==> src/rtl/arithm_mc.sv <==
// arithm_mc: execute-stage arithmetic unit with single-cycle add/sub/mul
// and an iterative radix-2 restoring divider behind valid/ready handshakes.
module arithm_mc #(
  parameter int WIDTH = 32
) (
  input  logic             clk,
  input  logic             rst_n,
  input  logic             flush,
  input  logic             in_valid,
  output logic             in_ready,
  input  logic [2:0]       opsel,
  input  logic             is_signed,
  input  logic [WIDTH-1:0] op_a,
  input  logic [WIDTH-1:0] op_b,
  output logic             out_valid,
  input  logic             out_ready,
  output logic [WIDTH-1:0] result,
  output logic             cf,
  output logic             ovf,
  output logic             busy
);

  localparam int MSB = WIDTH - 1;
  localparam int CW  = $clog2(WIDTH + 1);

  typedef enum logic {IDLE, DIV_RUN} state_t;

  state_t           state;
  logic [CW-1:0]    cnt;
  logic [WIDTH-1:0] rem_r;
  logic [WIDTH-1:0] quo;
  logic [WIDTH-1:0] dvs;
  logic             neg_q;
  logic             neg_r;
  logic             want_rem;

  assign busy     = (state == DIV_RUN);
  assign in_ready = (state == IDLE) && (!out_valid || out_ready)
                    && !flush;

  logic             sub;
  logic [WIDTH-1:0] b_inv;
  logic [WIDTH:0]   sum;
  logic             add_ovf;

  assign sub     = opsel[0];
  assign b_inv   = op_b ^ {WIDTH{sub}};
  assign sum     = {1'b0, op_a} + {1'b0, b_inv}
                   + {{WIDTH{1'b0}}, sub};
  // carry into MSB xor carry out
  assign add_ovf = op_a[MSB] ^ b_inv[MSB] ^ sum[MSB] ^ sum[WIDTH];

  logic [2*WIDTH-1:0] ma;
  logic [2*WIDTH-1:0] mb;
  logic [2*WIDTH-1:0] prod;

  assign ma   = is_signed ? {{WIDTH{op_a[MSB]}}, op_a}
                          : {{WIDTH{1'b0}}, op_a};
  assign mb   = is_signed ? {{WIDTH{op_b[MSB]}}, op_b}
                          : {{WIDTH{1'b0}}, op_b};
  assign prod = ma * mb;

  logic             is_div;
  logic             b_zero;
  logic             min_neg1;
  logic             special;
  logic [WIDTH-1:0] special_res;
  logic [WIDTH-1:0] abs_a;
  logic [WIDTH-1:0] abs_b;

  assign is_div   = (opsel[2:1] == 2'b10);
  assign b_zero   = (op_b == '0);
  assign min_neg1 = is_signed && (op_a == {1'b1, {MSB{1'b0}}})
                    && (op_b == '1);
  assign special  = b_zero || min_neg1;
  assign special_res = b_zero ? (opsel[0] ? op_a : '1)
                              : (opsel[0] ? '0 : op_a);
  assign abs_a = (is_signed && op_a[MSB]) ? -op_a : op_a;
  assign abs_b = (is_signed && op_b[MSB]) ? -op_b : op_b;

  logic [WIDTH-1:0] fast_res;
  logic             fast_cf;
  logic             fast_ovf;

  always_comb begin
    fast_res = '0;
    fast_cf  = 1'b0;
    fast_ovf = 1'b0;
    unique case (1'b1)
      (opsel[2:1] == 2'b00): begin
        fast_res = sum[MSB:0];
        fast_cf  = sum[WIDTH];
        fast_ovf = add_ovf;
      end
      (opsel == 3'b010): fast_res = prod[MSB:0];
      (opsel == 3'b011): fast_res = prod[2*WIDTH-1:WIDTH];
      is_div:            fast_res = special_res;
      default:           fast_res = '0;
    endcase
  end

  // One restoring step: shift in next dividend bit, subtract if it fits
  logic [WIDTH:0]   rs;
  logic             ge;
  logic [WIDTH-1:0] diff;
  logic [WIDTH-1:0] r_next;
  logic [WIDTH-1:0] q_next;
  logic [WIDTH-1:0] div_res;

  assign rs      = {rem_r, quo[MSB]};
  assign ge      = (rs >= {1'b0, dvs});
  assign diff    = rs[MSB:0] - dvs;
  assign r_next  = ge ? diff : rs[MSB:0];
  assign q_next  = {quo[MSB-1:0], ge};
  assign div_res = want_rem ? (neg_r ? -r_next : r_next)
                            : (neg_q ? -q_next : q_next);

  always_ff @(posedge clk or negedge rst_n) begin
    if (!rst_n) begin
      state     <= IDLE;
      cnt       <= '0;
      rem_r     <= '0;
      quo       <= '0;
      dvs       <= '0;
      neg_q     <= 1'b0;
      neg_r     <= 1'b0;
      want_rem  <= 1'b0;
      out_valid <= 1'b0;
      result    <= '0;
      cf        <= 1'b0;
      ovf       <= 1'b0;
    end else if (flush) begin
      state     <= IDLE;
      cnt       <= '0;
      out_valid <= 1'b0;
    end else begin
      if (out_ready) out_valid <= 1'b0;
      unique case (state)
        IDLE: begin
          if (in_valid && in_ready) begin
            if (is_div && !special) begin
              state    <= DIV_RUN;
              cnt      <= CW'(WIDTH);
              rem_r    <= '0;
              quo      <= abs_a;
              dvs      <= abs_b;
              neg_q    <= is_signed && (op_a[MSB] ^ op_b[MSB]);
              neg_r    <= is_signed && op_a[MSB];
              want_rem <= opsel[0];
            end else begin
              result    <= fast_res;
              cf        <= fast_cf;
              ovf       <= fast_ovf;
              out_valid <= 1'b1;
            end
          end
        end
        DIV_RUN: begin
          rem_r <= r_next;
          quo   <= q_next;
          cnt   <= cnt - CW'(1);
          if (cnt == CW'(1)) begin
            state     <= IDLE;
            result    <= div_res;
            cf        <= 1'b0;
            ovf       <= 1'b0;
            out_valid <= 1'b1;
          end
        end
        default: state <= IDLE;
      endcase
    end
  end

endmodule

==> config.mk <==
export PLATFORM = sky130hd
export DESIGN_NAME = arithm_mc
export DESIGN_NICKNAME = d
export VERILOG_FILES = /design/src/rtl/arithm_mc.sv
export SDC_FILE = /design/constraint.sdc
export NUM_CORES = 2
export LEC_CHECK = 0
export ABC_AREA = 0
export BUFFER_PORTS_ARGS = -buffer_cell sky130_fd_sc_hd__buf_2
export CAP_MARGIN = 10
export CORE_MARGIN = 1
export CORE_UTILIZATION = 35
export CTS_BUF_LIST = sky130_fd_sc_hd__clkbuf_2
export DETAILED_ROUTE_END_ITERATION = 7
export SYNTH_ARGS = -nofsm -noshare
export SYNTH_HDL_FRONTEND = slang
export SYNTH_SLANG_ARGS = --single-unit
==> constraint.sdc <==
create_clock -name clk -period 5.5 [get_ports clk]
set_input_delay 0.55 -clock clk [delete_from_list [all_inputs] [get_ports clk]]
set_output_delay 0.55 -clock clk [all_outputs]
set_load 0.01 [all_outputs]
Word-level counts from Yosys, hierarchy flattened

Cells that the tools add are included.

Bitwise logic cells: 7
Add/sub/neg operators: 8
Multiplexer cells: 46
Reductions and logical operators: 20
Equal/unequal tests: 12
$lt $le $gt $ge: 1
Multiply operators: 1

Operator list:

| kind                                                                | count |
|---|---|
| 32-bit two-way mux                                                  | 16 |
| 32-bit one-hot mux with 2 select lines                              | 3 |
| 64-bit two-way mux                                                  | 2 |
| 32-bit negation                                                     | 4 |
| 32-bit one-hot mux with 4 select lines                              | 1 |
| 32-bit == test (second input constant)                              | 2 |
| 64-bit by 64-bit multiplier with 64-bit output                      | 1 |
| 32-bit by 32-bit adder with 33-bit output                           | 1 |
| 33-bit by 1-bit adder with 33-bit output                            | 1 |
| 33-bit by 32-bit greater-or-equal comparator with 1-bit output      | 1 |
| 32-bit logical NOT                                                  | 1 |
| 32-bit subtractor                                                   | 1 |
| 32-bit bitwise XOR                                                  | 1 |
| 6-bit two-way mux                                                   | 3 |
| 1-bit two-way mux                                                   | 16 |
| 6-bit one-hot mux with 2 select lines                               | 1 |
| 1-bit logical AND                                                   | 9 |
| 1-bit one-hot mux with 2 select lines                               | 4 |
| 4-bit AND reduction                                                 | 2 |
| 3-bit by 2-bit == test with 1-bit output (second input constant)    | 2 |
| 6-bit by 1-bit == test with 1-bit output (second input constant)    | 1 |
| 2-bit by 1-bit != test with 1-bit output (second input constant)    | 3 |
| 3-bit by 2-bit != test with 1-bit output (second input constant)    | 2 |
| 6-bit by 1-bit subtractor with 6-bit output (second input constant) | 1 |
| 9 further kinds                                                     | 16 |

Bits of input ports: 73
Output and inout bits: 37
Logic and storage cells: 107
Bits in registers: 141

Longest topological paths before layout

Depth after elaboration: 10
Mapped depth: 40
Mapped depth without buffers: 35

Least setup slack after synthesis

Ideal clock, no wire load.

Path kind: input to register
Start: input is_signed
End: register result[31]
Required time: 5.361 ns
Buffers on the path: 3
Setup time: 0.139 ns
Setup slack: -4.034 ns
Cell stages on the path: 33
Data arrival time: 9.395 ns
Cells stage by stage: and2_1 clkbuf_1 buf_1 nand2_1 fa_1 inv_1 fa_1 fa_1 inv_1 fa_1 inv_1 fa_1 fa_1 fa_1 fa_1 fa_1 inv_1 fa_1 inv_1 ha_1 clkbuf_1 a21o_1 a21oi_1 nor2_1 nor2_1 o21bai_1 a21oi_1 o31ai_1 or2_2 nor2_1 a31oi_1 a21oi_1 or4_1

Cells in the longest elaborated chain, start to end: 7
Elaborated cells on any way between the ends: 14
Those cells by class: 1 x mul; 1 x eq/ne; 6 x mux; 6 x reduce/logical

Ends and longest elaborated chain:

| element                                                                                | line | source |
|---|---|---|
| start, declared                                                                        | 12   | `input logic is_signed,` |
| branches (longest 7 deep; another with 64-bit by 64-bit multiplier with 64-bit output) | -    |  |
| end signal, assigned                                                                   | 151  | `result <= fast_res;` |
| end signal, assigned                                                                   | 164  | `result <= div_res;` |
| end, declared                                                                          | 17   | `output logic [WIDTH-1:0] result,` |

Several ways; the timed one is not identified. The select of a mux whose other input is x is not followed.
A chain may end at the register's enable or synchronous reset.

Final worst setup path

Start: input op_a[31]
End: register result[18]

Cells in the longest elaborated chain, start to end: 8
Elaborated cells on any way between the ends: 14
Those cells by class: 1 x mul; 2 x eq/ne; 5 x mux; 6 x reduce/logical

Ends and longest elaborated chain:

| element                                                                                | line | source |
|---|---|---|
| start, declared                                                                        | 13   | `input logic [WIDTH-1:0] op_a,` |
| branches (longest 8 deep; another with 64-bit by 64-bit multiplier with 64-bit output) | -    |  |

Several ways; the timed one is not identified. The select of a mux whose other input is x is not followed.

==> impl_metrics.toml <==
[setup_path]
critPathCapture = "result[18]"
rr_endpoint = "result[31]"
crit_type = "input pin to flip-flop"
max_stage_delay_ns = 0.54
timing.rr.start = "rem_r[27]"
arrival_ns = 8.86
crit_family = "adder cells"
critPathMostFrequentCell = "fa_1"
crit_start = "op_a[31]"
crit_slowest_cell = "fa_1"
worst-r2r-setup-slack_ns = 0.30
worst-path-buf-inv = 11
critPathLaunchType = "input pin"
cp.required_ns = 6.26
cp.depth = 35
endpoint_kind = "flip-flop"
reg2reg_depth = 15
cp_max_fo = 7

[logic_synthesis]
syn_nets = 8939
netlist_area_mm2 = 0.06237
synth_cells = 7065
seq_area_frac_synth = 0.05657
synth-edff-count = 0
ys.flop_type = "dfrtp_1"
yosysUniqueCellTypes = 101
avgSynthCellArea_um2 = 8.828
synth-seq-cells = 141
synth-warning-count = 0
async_flop_share = 1.000

[placed_design]
gp_congestion = 0.9594
place_hpwl_um = 195300
port_buffers = 109
pre_cts_slack_ns = -4.016

[sta]
final_max_slew_viol_count = 0
fin_skew_ns = 0.03690
layout_min_cycle_time_ns = 8.105
worst_slack_ns = -2.605
setup_violations = 32
period_share = 1.474
fmax_ghz = 0.1234
grt_setup_unrepaired = "true"
worstMarginPinSlew_ns = 1.083
hold_viol_final = 0
slew_headroom = 0.2766

[status]
violations = "design-rule violations, negative setup slack"
status = "finished, violations left"

[routing]
vias = 51560
post_drt_via_cell_ratio = 5.116
wirelength_um = 229500
drc = 28
ant_nets = 0
wl_per_cell_um = 22.77
drtIter0Drc = 3572
drt_pass1_iterations = 8

[final_layout]
area.sequential_mm2 = 0.003530
multiInputGateArea_mm2 = 0.05367
drive_gt1_frac = 0.2016
layout.nets = 9590
fillers = 17450
final_cell_mix = "1,521 x inv_1, 1,330 x fa_1, 776 x buf_4"
final_common_cell = "inv_1"
area_growth_pct = 21.17

[grt]
grt_usage = 0.2574
grt_max_degree = 91
grt_overflow = 0
antenna_found_initial = 18
grt_pass1_vias = 55880
grt_pass1_wl_um = 349800

[clocking]
clock_sinks = 141
cts_buffer_depth = 2
cts-root-buf = "clkbuf_2"
numCtsBuffers = 17
tritoncts = "built"
clk_latency_ns = 0.85
clk_pin_slew_ns = 0.23
htreeDepth = 4

[run]
drv_cap = 0

[floorplan]
die-width_um = 424.1
core_mm2 = 0.1765
die_area_mm2 = 0.1799
initial_utilization = 0.3534
fp-row-count = 154
die-height_um = 424.1
pin_count = 110

[hold_path]
min_path_cells = 4
hp-class = "input pin to flip-flop"
-- worst min-delay path by stage --
stage / slack (ns) / from / endpoint
after detailed placement: 0.51 / result[3] / result[3]
after floorplan: 0.25 / rst_n / busy
after global routing: 0.21 / in_valid / result[14]
after CTS: 0.17 / in_valid / result[14]
after global placement: 0.49 / result[3] / result[3]
final: 0.23 / in_valid / result[14]
-- Yosys cell counts (9+ instances only) --
cell type  number  area [µm²]
o31ai_1        27       202.7
o21a_1         23       172.7
nand2b_1       27       168.9
a211oi_1       26       195.2
a211o_1        12       105.1
o31a_1         10       87.58
a31oi_1        29       181.4
nor4_1         24       150.1
and3_1         33       206.5
o21ai_0       239        1196
and2_1        573        3585
fa_1         1421       28450
buf_1          54       202.7
nand3_1        50       250.2
o211ai_1       18       135.1
dfrtp_1       141        3528
buf_2          26       130.1
ha_1          380        4755
a22oi_1        11       82.58
nor2b_1        19       118.9
or3_1          34       212.7
nand2_1       763        2864
mux2i_1        32       320.3
o221ai_1       22       192.7
nand4_1        25       156.4
clkbuf_1      310        1164
xor2_1        126        1104
inv_1        1598        5998
a21boi_0        9       67.56
xnor2_1       167        1463
o41ai_1        12       105.1
or4_1          11       82.58
o21bai_1       16       120.1
nand3b_1       10       75.07
o22ai_1        22       137.6
a21o_1         54       405.4
nor2_1        244       915.9
a21oi_1       252        1261
a221oi_1       22       192.7
or2_2           9       56.30
nor3_1         42       210.2
-- registers in the layout, summed over array words and instances (netlist names), 6 cells and up --
signal	cells
dvs	32
quo	32
rem_r	32
result	32
cnt	6
-- worst reg2reg max path, delay by kind of cell, from the launching register on --
kind / cells / cell delay [ns]
AND/OR/NAND/NOR: 5 / 1.73
adder cells (fa/ha/maj): 1 / 0.51
XOR/XNOR: 1 / 0.14
buffers and inverters: 2 / 0.56
AO/OA/AOI/OAI: 6 / 1.74
flip-flops: 1 / 0.46
-- metrics by stage --
| stage | hold WS [ns] | utilization | area [µm²] | cells | setup TNS, ns |
|---|---|---|---|---|---|
| global placement | 0.4916 | 0.4080 | 72010 | 9952 | -119.40 |
| finish | 0.2275 | 0.4282 | 75570 | 10080 | -76.21 |
| detailed placement | 0.5076 | 0.4080 | 72010 | 9952 | -120.10 |
| floorplan | 0.2544 | - | 63780 | 7065 | -85.80 |
| global route | 0.2137 | 0.4281 | 75560 | 10070 | -82.32 |
| CTS | 0.1714 | 0.4196 | 74050 | 10030 | -75.63 |
-- timing repair --
item,4_1_cts,5_1_grt
resized for setup,328,292
hold endpoints to repair,92,0
buffers inserted,45,43
hold buffers,4,0
cloned,3,2
setup endpoints to repair,32,32
pin swaps,143,233
-- per-layer routing --
metal	global-route usage	routed length, µm	vias to the layer above
met5	0	26	-
met4	0.09561	10650	4
met3	0.02793	13490	392
met2	0.4354	110000	1704
met1	0.3389	95410	26750
li1	-	-	22710
-- cells by family after synthesis --
logic type | Yosys count | synth area share
compound gates | 896 | 0.09190
xor+xnor | 293 | 0.04115
fa+ha+maj | 1803 | 0.5327
buf+inv | 1991 | 0.1205
flops | 141 | 0.05657
mux | 36 | 0.005858
simple gates | 1905 | 0.1513
-- area by class of cell --
class | count | area share
diodes | 11 | 0.0003642
clock buffers | 17 | 0.001126
clock inverters | 14 | 0.001606
inverters | 1600 | 0.07979
multi-input cells | 4933 | 0.7102
flip-flops and latches | 141 | 0.04671
well taps | 2340 | 0.03874
repair buffers | 1023 | 0.1214
Power is left out: the tool's default activity adds up to more than one toggle a clock period on the data nets, which glitch-free logic cannot reach.
